==> config.mk <==
export PLATFORM = sky130hd
export DESIGN_NAME = apuf_classic
export DESIGN_NICKNAME = d
export VERILOG_FILES = /design/src/rtl/apuf_pkg.sv /design/src/rtl/apuf_switch_stage.sv /design/src/rtl/apuf_classic.sv
export SDC_FILE = /design/constraint.sdc
export NUM_CORES = 1
export LEC_CHECK = 0
export BUFFER_PORTS_ARGS = -buffer_cell sky130_fd_sc_hd__buf_2
export CAP_MARGIN = 30
export CELL_PAD_IN_SITES_DETAIL_PLACEMENT = 1
export CELL_PAD_IN_SITES_GLOBAL_PLACEMENT = 2
export CORE_MARGIN = 2
export CORE_UTILIZATION = 42
export CTS_CLUSTER_DIAMETER = 150
export DETAILED_ROUTE_END_ITERATION = 10
export HOLD_SLACK_MARGIN = 0.08
export PLACE_DENSITY_LB_ADDON = 0.05
export REMOVE_ABC_BUFFERS = 1
export SYNTH_ARGS = -nofsm -noshare
export SYNTH_HDL_FRONTEND = slang
export SYNTH_HIERARCHICAL = 1
export SYNTH_SLANG_ARGS = --single-unit
==> constraint.sdc <==
create_clock -name clk -period 22 [get_ports clk]
set_input_delay 0 -clock clk [delete_from_list [all_inputs] [get_ports clk]]
set_output_delay 0 -clock clk [all_outputs]
set_load 0.005 [all_outputs]
==> src/rtl/apuf_pkg.sv <==
// Shared types and defaults for the arbiter PUF primitive.
package apuf_pkg;

    localparam int unsigned N_STAGES_DEF = 64;
    localparam logic        TIE_RESP_DEF = 1'b1;

    typedef enum logic [1:0] {
        IDLE = 2'd0,
        RUN  = 2'd1,
        DONE = 2'd2
    } apufState_t;

    // Arbiter decision: top-only wins 1, bottom-only 0, both -> tie value, neither -> 0.
    function automatic logic arbDecide(input logic t, input logic b, input logic tie);
        return (t & ~b) | (t & b & tie);
    endfunction

endpackage

==> src/rtl/apuf_switch_stage.sv <==
// One 2x2 crossbar stage of the arbiter chain: sel=0 passes straight, sel=1 crosses.
module apuf_switch_stage (
    input  logic tIn,
    input  logic bIn,
    input  logic sel,
    output logic tOut,
    output logic bOut
);

    assign tOut = sel ? bIn : tIn;
    assign bOut = sel ? tIn : bIn;

endmodule

==> src/rtl/apuf_classic.sv <==
// Classic arbiter PUF: synchronised trigger launches an edge into two
// challenge-configured rails, an arbiter samples the rail ends after a settle delay.
module apuf_classic
    import apuf_pkg::*;
#(
    parameter int unsigned N_STAGES      = N_STAGES_DEF,
    parameter int unsigned SETTLE_CYCLES = 2,
    parameter logic        TIE_RESP      = TIE_RESP_DEF
) (
    input  logic                clk,
    input  logic                rst_n,
    input  logic                tigSignal,
    input  logic                vcc,
    input  logic [N_STAGES-1:0] c,
    output logic                respReady,
    output logic                respBit,
    output logic                pathT,
    output logic                pathB,
    output logic                tigOut
);

    localparam int unsigned CNT_W = $clog2(SETTLE_CYCLES + 1);

    apufState_t          state;
    logic                tigSync1;
    logic                tigSync2;
    logic                tigPrev;
    logic                tigRise;
    logic [CNT_W-1:0]    settleCnt;
    logic [N_STAGES-1:0] cQ;
    logic [N_STAGES:0]   railT;
    logic [N_STAGES:0]   railB;

    assign tigRise = tigSync2 & ~tigPrev;

    // Both rails are driven from the same gated launch edge.
    assign railT[0] = tigOut & vcc;
    assign railB[0] = tigOut & vcc;

    for (genvar i = 0; i < N_STAGES; i++) begin : gStage
        (* keep = "true", dont_touch = "true" *)
        apuf_switch_stage uStage (
            .tIn  (railT[i]),
            .bIn  (railB[i]),
            .sel  (cQ[i]),
            .tOut (railT[i+1]),
            .bOut (railB[i+1])
        );
    end

    assign pathT = railT[N_STAGES];
    assign pathB = railB[N_STAGES];

    // Synchroniser, edge detector, launch/decision FSM.
    always_ff @(posedge clk or negedge rst_n) begin
        if (!rst_n) begin
            state     <= IDLE;
            tigSync1  <= 1'b0;
            tigSync2  <= 1'b0;
            tigPrev   <= 1'b0;
            settleCnt <= '0;
            cQ        <= '0;
            tigOut    <= 1'b0;
            respReady <= 1'b0;
            respBit   <= 1'b0;
        end else begin
            tigSync1 <= tigSignal;
            tigSync2 <= tigSync1;
            tigPrev  <= tigSync2;
            if (!vcc) begin
                state     <= IDLE;
                settleCnt <= '0;
                tigOut    <= 1'b0;
                respReady <= 1'b0;
                respBit   <= 1'b0;
            end else begin
                case (state)
                    IDLE: begin
                        if (tigRise) begin
                            state     <= RUN;
                            cQ        <= c;
                            tigOut    <= 1'b1;
                            settleCnt <= CNT_W'(SETTLE_CYCLES);
                        end
                    end
                    RUN: begin
                        // Decide on the edge where the counter would reach zero.
                        if (settleCnt <= CNT_W'(1)) begin
                            settleCnt <= '0;
                            respBit   <= arbDecide(pathT, pathB, TIE_RESP);
                            respReady <= 1'b1;
                            state     <= DONE;
                        end else begin
                            settleCnt <= settleCnt - CNT_W'(1);
                        end
                    end
                    DONE: begin
                        if (!tigSync2) begin
                            tigOut    <= 1'b0;
                            respReady <= 1'b0;
                            state     <= IDLE;
                        end
                    end
                    default: state <= IDLE;
                endcase
            end
        end
    end

endmodule

# [After elaboration in Yosys (flattened, before gate mapping)]
# Cells that the tools add are included.
[word_totals] out_inout_bits=5 reg_bits=10 ram_bits=0 elab_cells=48 latchBits=0 memories=0 romBits=0 in_bits=68
[classes] div_mod_pow=0 order_cmp=1 shifts=0 eq_ne=10 reduce_logical=6 add_sub_neg=1 bitwise_logic=3 muxes=19 multipliers=0
[ops] cell="$mux 2" n=7
[ops] cell="$ne 3x1->1 const B" n=3
[ops] cell="$ne 3x3->1 const B" n=3
[ops] cell="$reduce_and 3->1" n=3
[ops] cell="$mux 1" n=8
[ops] cell="$pmux 2 s3" n=1
[ops] cell="$ne 2x1->1 const B" n=2
[ops] cell="$pmux 1 s2" n=2
[ops] cell="$pmux 2 s2" n=1
[ops] cell="$reduce_and 2->1" n=2
[ops] cell="$and 1x1->1" n=2
[ops] cell="$eq 2x1->1 const B" n=1
[ops] cell="$eq 2x2->1 const B" n=1
[ops] cell="$le 2x1->1 const B" n=1
[ops] cell="$logic_not 2->1" n=1
[ops] cell="$sub 2x1->2 const B" n=1
[ops] cell="$not 1->1" n=1

# [Longest topological paths before layout]
# Gate-level depths: netlist of the first run.
[logic_depth] depth_word=5 ltp_mapped=68 depth_no_buf=67

# [Cells and area by module]
# Netlist of the first run, hierarchy kept.
[by_module_without_submodules] mod="apuf_classic" n_inst=1 seq_area_each_um2=1851.8 area_each_um2=3080.5 cells_per_inst=174
[by_module_without_submodules] mod="apuf_switch_stage" n_inst=64 seq_area_each_um2=0.0 area_each_um2=22.5 cells_per_inst=2

# [Least setup slack after synthesis of the first run]
# Ideal clock, no wire load.
[synth_path] path_type="register to register" startpoint="register tigOut" endpoint="register respBit" arrival_ns=17.563 n_path_buf=0 path_slack_ns=4.316 synth_period_minus_slack_ns=17.684 required_ns=21.880 path_stages_with_launch=68 setup_time_ns=0.120 path_cell_list="dfrtp_1 and2_1 mux2_2 mux2_2 mux2_2 mux2_2 mux2_2 mux2_2 mux2_2 mux2_2 mux2_2 mux2_2 mux2_2 mux2_2 mux2_2 mux2_2 mux2_2 mux2_2 [32 not listed] mux2_2 mux2_2 mux2_2 mux2_2 mux2_2 mux2_2 mux2_2 mux2_2 mux2_2 mux2_2 mux2_2 mux2_2 mux2_2 mux2_2 mux2_2 mux2_2 mux2i_1 nor2b_1"
[synth_rtl] element="start: declaration" line_no="apuf_classic.sv:19" source="output logic tigOut"
[synth_rtl] element="start signal: assignment" line_no="apuf_classic.sv:63" source="tigOut <= 1'b0;"
[synth_rtl] element="start signal: assignment" line_no="apuf_classic.sv:73" source="tigOut <= 1'b0;"
[synth_rtl] element="start signal: assignment" line_no="apuf_classic.sv:82" source="tigOut <= 1'b1;"
[synth_rtl] element="end signal: assignment" line_no="apuf_classic.sv:90" source="respBit <= arbDecide(pathT, pathB, TIE_RESP);"
[synth_rtl] element="end: declaration" line_no="apuf_classic.sv:16" source="output logic respBit,"

==> results.py, run 1 <==
metrics = {
    "timing": {
        "period_needed_ps": 18630,
        "worstMarginPinSlew_ps": 909,
        "maxSlewHeadroom": 0.394,
        "rsz0062_at_grt": "false",
        "fin_ws_ps": 3370,
        "finalSetupViolCount": 0,
        "maxSlewViolCount": 0,
        "fin_skew_ps": 5.52,
        "max_clock_freq_ghz": 0.0537,
        "fin_crit_sh": 0.847,
        "hold-worst-slack_ps": 285,
        "tns_ps": 0,
        "hold_viol_final": 0,
    },
    "finish": {
        "diodes": 0,
        "areaGrowthSynthToFinish_pct": 29.8,
        "final_cell_count_no_fill": 588,
        "nets": 515,
        "fill_cells": 1041,
        "utilization": 0.566,
        "final_layout_size_suffix_gt1_frac": 0.624,
    },
    "synth": {
        "synth_edf_count": 0,
        "async_flop_share": 1.00,
        "yosysTopAreaCell": "dfrtp_1",
        "synth_cell_types": 21,
        "yosysSeqAreaShare": 0.410,
        "synthFlopType": "dfrtp_1",
        "postSynthAreaPerCell_um2": 15.0,
        "synthCells": 302,
        "synth.top_cells.by_count": "mux2_2 (132), dfrtp_1 (74), mux2_4 (60), buf_6 (7), o21ai_0 (5)",
        "synth_area_um2": 4520,
        "synth.area.top_cells": "dfrtp_1 (41%), mux2_2 (33%), mux2_4 (20%), buf_6 (1.7%), nor3b_1 (0.66%)",
        "synth_most_common_cell": "mux2_2",
        "ys_warn_count": 6,
        "synth.top_cell.area_share": 0.410,
        "ys_seq_elements": 74,
    },
    "critical_path": {
        "worstSetupStartpointType": "flip-flop",
        "cp_max_fo": 4,
        "crit_buf_inv": 1,
        "worstPathRequired_ps": 22000,
        "cpPeakStageDelay_ps": 400,
        "end_kind": "primary output",
        "critPathTopFamily": "multiplexers",
        "timing.critical_path.mode_cell": "mux2_2",
        "crit_slowest_cell": "dfrtp_1",
        "path_class": "flip-flop to primary output",
        "cp_data_arrival_time_ps": 18630,
    },
    "clock_tree": {
        "ctsHtreeMaxLevel": 3,
        "cts_sinks": 74,
        "clk_path_buf_depth": 2,
        "cts_made_buffers": 9,
        "clkTransAtPathRegs_ps": 70,
        "cts_setup_buffers": 0,
        "cts_tree": "done",
        "insertion_delay_ps": 360,
        "root_buffer": "clkbuf_8",
    },
    "pwr": {
        "sequentialPowerShare": 0.248,
        "p_sw_uw": 248,
        "p_clk_frac": 0.129,
        "p_per_area_nw_per_um2": 132,
        "leakage_nw": 2.88,
        "p_sw_frac": 0.320,
        "power.combinational.fraction": 0.623,
        "intPower_uw": 527,
        "ir_drop_v": 0.0000616,
    },
    "global_routing": {
        "grt_pass1_vias": 3300,
        "track_usage": 0.169,
        "antenna_found_initial": 0,
        "grt_max_degree": 75,
        "overflow": 0,
        "grt_pass1_wl_mm": 15.2,
    },
    "die": {
        "io_pins": 73,
        "row_count": 37,
        "die_x_um": 108,
        "initial_core_util": 0.436,
        "fp.dieH_um": 108,
        "die-area_um2": 11600,
        "coreArea_um2": 10400,
    },
    "detailed_routing": {
        "vias_per_cell": 5.03,
        "antenna_left": 0,
        "wl_per_cell_um": 15.0,
        "vias": 2956,
        "drt_iter0_drc": 91,
        "drt-pass1-iter-count": 4,
        "wl_mm": 8.83,
        "drc": 0,
    },
    "place": {
        "place_congestion": 0.692,
        "dpl.hpwl_mm": 5.37,
        "dp_slack_ps": 3600,
        "dp.cells": 503,
        "port_buffers": 72,
    },
    "outcome": {
        "status": "finished clean",
    },
    "min_path": {
        "hold_path_class": "input port to flip-flop",
    },
    "flow_run": {
        "drv_cap": 0,
    },
}
[cell families (layout without fill, tap and decap cells)]
kind of cell / after synthesis / count (layout) / synth area share
compound gates: 11 / 11 / 0.0158
mux: 193 / 193 / 0.530
buf+inv: 9 / 159 / 0.0194
simple gates: 15 / 15 / 0.0252
flops: 74 / 74 / 0.410
[worst paths after layout]
path                             to      start  slack (ps)  cells after the start
hold reg to reg            tigSync2   tigSync1         370                      0
min in group asynchronous    cQ[12]      rst_n         520                      3
hold / removal             tigSync1  tigSignal         280                      2
setup reg to reg            respBit     tigOut        3560                     67
max in group asynchronous    cQ[34]      rst_n       20940                      4
setup / recovery              pathT     tigOut        3370                     66
[sequential cells by signal, summed over array words and instances (netlist names)]
register / flops
tigOut: 1
cQ: 64
state: 2
respBit: 1
tigSync1: 1
settleCnt: 2
tigSync2: 1
tigPrev: 1
respReady: 1
[power groups by stage]
stage | Sequential [mW] | Clock, mW | Combinational (mW)
floorplan | 0.188 | 0 | 0.397
global placement | 0.193 | 0 | 0.455
detailed placement | 0.194 | 0 | 0.470
CTS | 0.192 | 0.105 | 0.486
global route | 0.198 | 0.111 | 0.538
finish | 0.192 | 0.0997 | 0.483
[through the flow]
stage	power, mW	instance area (um^2)
after floorplan	0.584	4440
after global placement	0.648	4980
after detailed placement	0.665	4980
after CTS	0.784	5830
after global routing	0.847	5870
final	0.775	5870
[layout make-up]
class | count | area (um^2) | area share
clock inverters | 2 | 10.0 | 0.00171
repair buffers | 142 | 1080 | 0.184
inverters | 1 | 3.75 | 0.000640
multi-input cells | 219 | 2580 | 0.440
flip-flops and latches | 74 | 1850 | 0.315
well taps | 136 | 170 | 0.0290
clock buffers | 14 | 173 | 0.0294
[worst reg2reg max path: cells and delay by family, from the launching register on]
family        cells  cell delay, ps
mux              65           17650
simple gates      2             250
flops             1             400
[layout by cell type (no fill, tap or decap), types with 2 or more instances in the layout]
cell / count
mux2_4: 60
clkbuf_1: 2
clkbuf_8: 12
nor2b_1: 2
nor3b_1: 4
dlygate4sd3_1: 68
mux2_2: 132
buf_2: 71
o21ai_0: 5
a21boi_0: 2
buf_4: 2
clkinv_2: 2
dfrtp_1: 74
and2_1: 3
nand2_1: 2
[routing by layer]
metal,wire length (um),track usage
met1,3680,0.191
met3,400,0.0605
met5,0,0
met4,100,0.0467
met2,4650,0.300
[timing repair]
item	4_1_cts	5_1_grt
endpoints found under the hold margin	146	4
resized for setup	0	0
hold buffers	67	1
Note: power is estimated with default switching activity, not from simulation.
==> inputs of run 2 (changes only) <==
--- a/config.mk
+++ b/config.mk
@@ -10,7 +10,7 @@
 export CELL_PAD_IN_SITES_DETAIL_PLACEMENT = 1
 export CELL_PAD_IN_SITES_GLOBAL_PLACEMENT = 2
 export CORE_MARGIN = 2
-export CORE_UTILIZATION = 42
+export CORE_UTILIZATION = 38
 export CTS_CLUSTER_DIAMETER = 150
 export DETAILED_ROUTE_END_ITERATION = 10
 export HOLD_SLACK_MARGIN = 0.08
==> constraint.sdc (replaced) <==
create_clock -name clk -period 16.1 [get_ports clk]
set_input_delay 0 -clock clk [delete_from_list [all_inputs] [get_ports clk]]
set_output_delay 0 -clock clk [all_outputs]
set_load 0.005 [all_outputs]
==> run 2 against run 1 <==
  * The flow now finishes with violations (DRC, setup timing)
  * Clock-buffer cell count did not move
  * Sequential share of layout area fell by 2.0 points
  * Via count rose by 0.44%
  * Critical endpoint unchanged
  * Highest routed layer unchanged
==> results.py, run 2 (synthesis gave the netlist of run 1 again) <==
metrics = {
    "pwr": {
        "leakage_nw": 3.14,
        "p_per_area_nw_per_um2": 209,
        "ir_drop_v": 0.000123,
    },
    "place": {
        "dp_slack_ps": -2260,
        "dpl-instance-area_um2": 5030,
        "port_buffers": 72,
        "dpl.hpwl_mm": 5.66,
        "place_congestion": 0.683,
    },
    "timing": {
        "fin_ws_ps": -2500,
        "tns_ps": -7320,
        "rsz0062_at_grt": "true",
        "fin_skew_ps": 5.56,
        "max_clock_freq_ghz": 0.0538,
        "maxSlewViolCount": 0,
        "worstMarginPinSlew_ps": 644,
        "hold_viol_final": 0,
        "fin_crit_sh": 1.16,
        "hold-worst-slack_ps": 117,
        "finalSetupViolCount": 3,
        "period_needed_ps": 18600,
        "maxSlewHeadroom": 0.571,
    },
    "detailed_routing": {
        "vias": 2969,
        "drt_iter0_drc": 102,
        "antenna_left": 0,
        "drt-pass1-iter-count": 7,
        "drc": 5,
        "wl_mm": 9.07,
        "vias_per_cell": 4.98,
        "wl_per_cell_um": 15.2,
    },
    "critical_path": {
        "worstPathRequired_ps": 16100,
        "critPathTopFamily": "multiplexers",
        "timing.critical_path.mode_cell": "mux2_4",
        "cp_data_arrival_time_ps": 18600,
        "crit_slowest_cell": "dfrtp_1",
        "path_class": "flip-flop to primary output",
        "crit_buf_inv": 1,
        "end_kind": "primary output",
        "cpPeakStageDelay_ps": 370,
        "worstSetupStartpointType": "flip-flop",
        "cp_max_fo": 4,
    },
    "finish": {
        "final_layout_size_suffix_gt1_frac": 0.629,
        "largest_register_ffs": 64,
        "nets": 516,
        "final_area_um2": 6280,
        "top_register": "cQ",
        "top_regs": "cQ x64, settleCnt x2, state x2",
        "areaGrowthSynthToFinish_pct": 38.8,
        "final_cell_mix": "mux2_4 (137), dfrtp_1 (74), buf_2 (71)",
        "utilization": 0.545,
        "final_common_cell": "mux2_4",
        "diodes": 0,
    },
    "die": {
        "coreArea_um2": 11500,
        "io_pins": 73,
        "fp.dieH_um": 113,
        "row_count": 39,
        "die_x_um": 113,
        "die-area_um2": 12800,
        "initial_core_util": 0.393,
    },
    "global_routing": {
        "grt_pass1_wl_mm": 15.6,
        "track_usage": 0.153,
        "overflow": 0,
        "grt_pass1_vias": 3347,
        "antenna_found_initial": 0,
        "grt_max_degree": 52,
    },
    "clock_tree": {
        "ctsHtreeMaxLevel": 3,
        "root_buffer": "clkbuf_16",
        "clk_path_buf_depth": 2,
        "cts_tree": "done",
        "cts_sinks": 74,
        "clkTransAtPathRegs_ps": 60,
        "insertion_delay_ps": 340,
        "cts_setup_buffers": 0,
        "cts_made_buffers": 9,
    },
    "outcome": {
        "status": "finished, violations left",
        "violations": "DRC, setup timing",
    },
    "min_path": {
        "hold_path_class": "input port to async pin",
    },
    "flow_run": {
        "drv_cap": 0,
    },
}
-- run 2: cell types whose count changed in the layout (fill, tap and decap cells not counted), sizes merged --
cell         previous run  this run
dlygate4sd3            68        67
buf                    74        76
-- run 2: per-layer routing --
metal	up-vias	track usage	wire [um]
li1	1410	-	-
met1	1506	0.179	4040
met2	47	0.265	4540
met3	6	0.0557	389
met4	0	0.0439	95
met5	-	0	0
-- run 2: path summary, 6_finish.rpt --
path	cells past startpoint	slack [ps]	startpoint	endpoint
max	66	-2500	tigOut	pathT
min	2	120	rst_n	cQ[11]
max reg2reg	67	-2350	tigOut	respBit
min reg2reg	0	350	tigSync1	tigSync2
max in group asynchronous	3	15410	rst_n	cQ[3]
min in group clk	2	320	tigSignal	tigSync1
-- run 2: area by class of cell --
cell class,count,area (um^2)
tap,143,179
multi-input combinational,219,2870
fill,1123,5240
clock inverter,2,10.0
timing repair buffer,143,1080
clock buffer,14,274
inverter,1,3.75
sequential,74,1850
-- run 2: repair_timing --
item / in CTS / in global routing
hold buffers: 67 / 0
hold endpoints to repair: 142 / 0
endpoints found under the setup margin: 3 / 3
gates resized for setup: 19 / 59
pin swaps: 0 / 0
-- run 2: metrics by stage --
| stage | std cells | power, mW |
|---|---|---|
| detailed placement | 513 | 0.906 |
| finish | 596 | 1.31 |
| global placement | 512 | 0.887 |
| CTS | 596 | 1.17 |
| floorplan | 294 | 0.799 |
| global route | 596 | 1.41 |
-- run 2: power breakdown --
group,total [mW],internal [mW],switching [mW]
clock,0.192,0.117,0.0754
sequential,0.270,0.225,0.0454
combinational,0.847,0.594,0.253
total,1.31,0.935,0.374
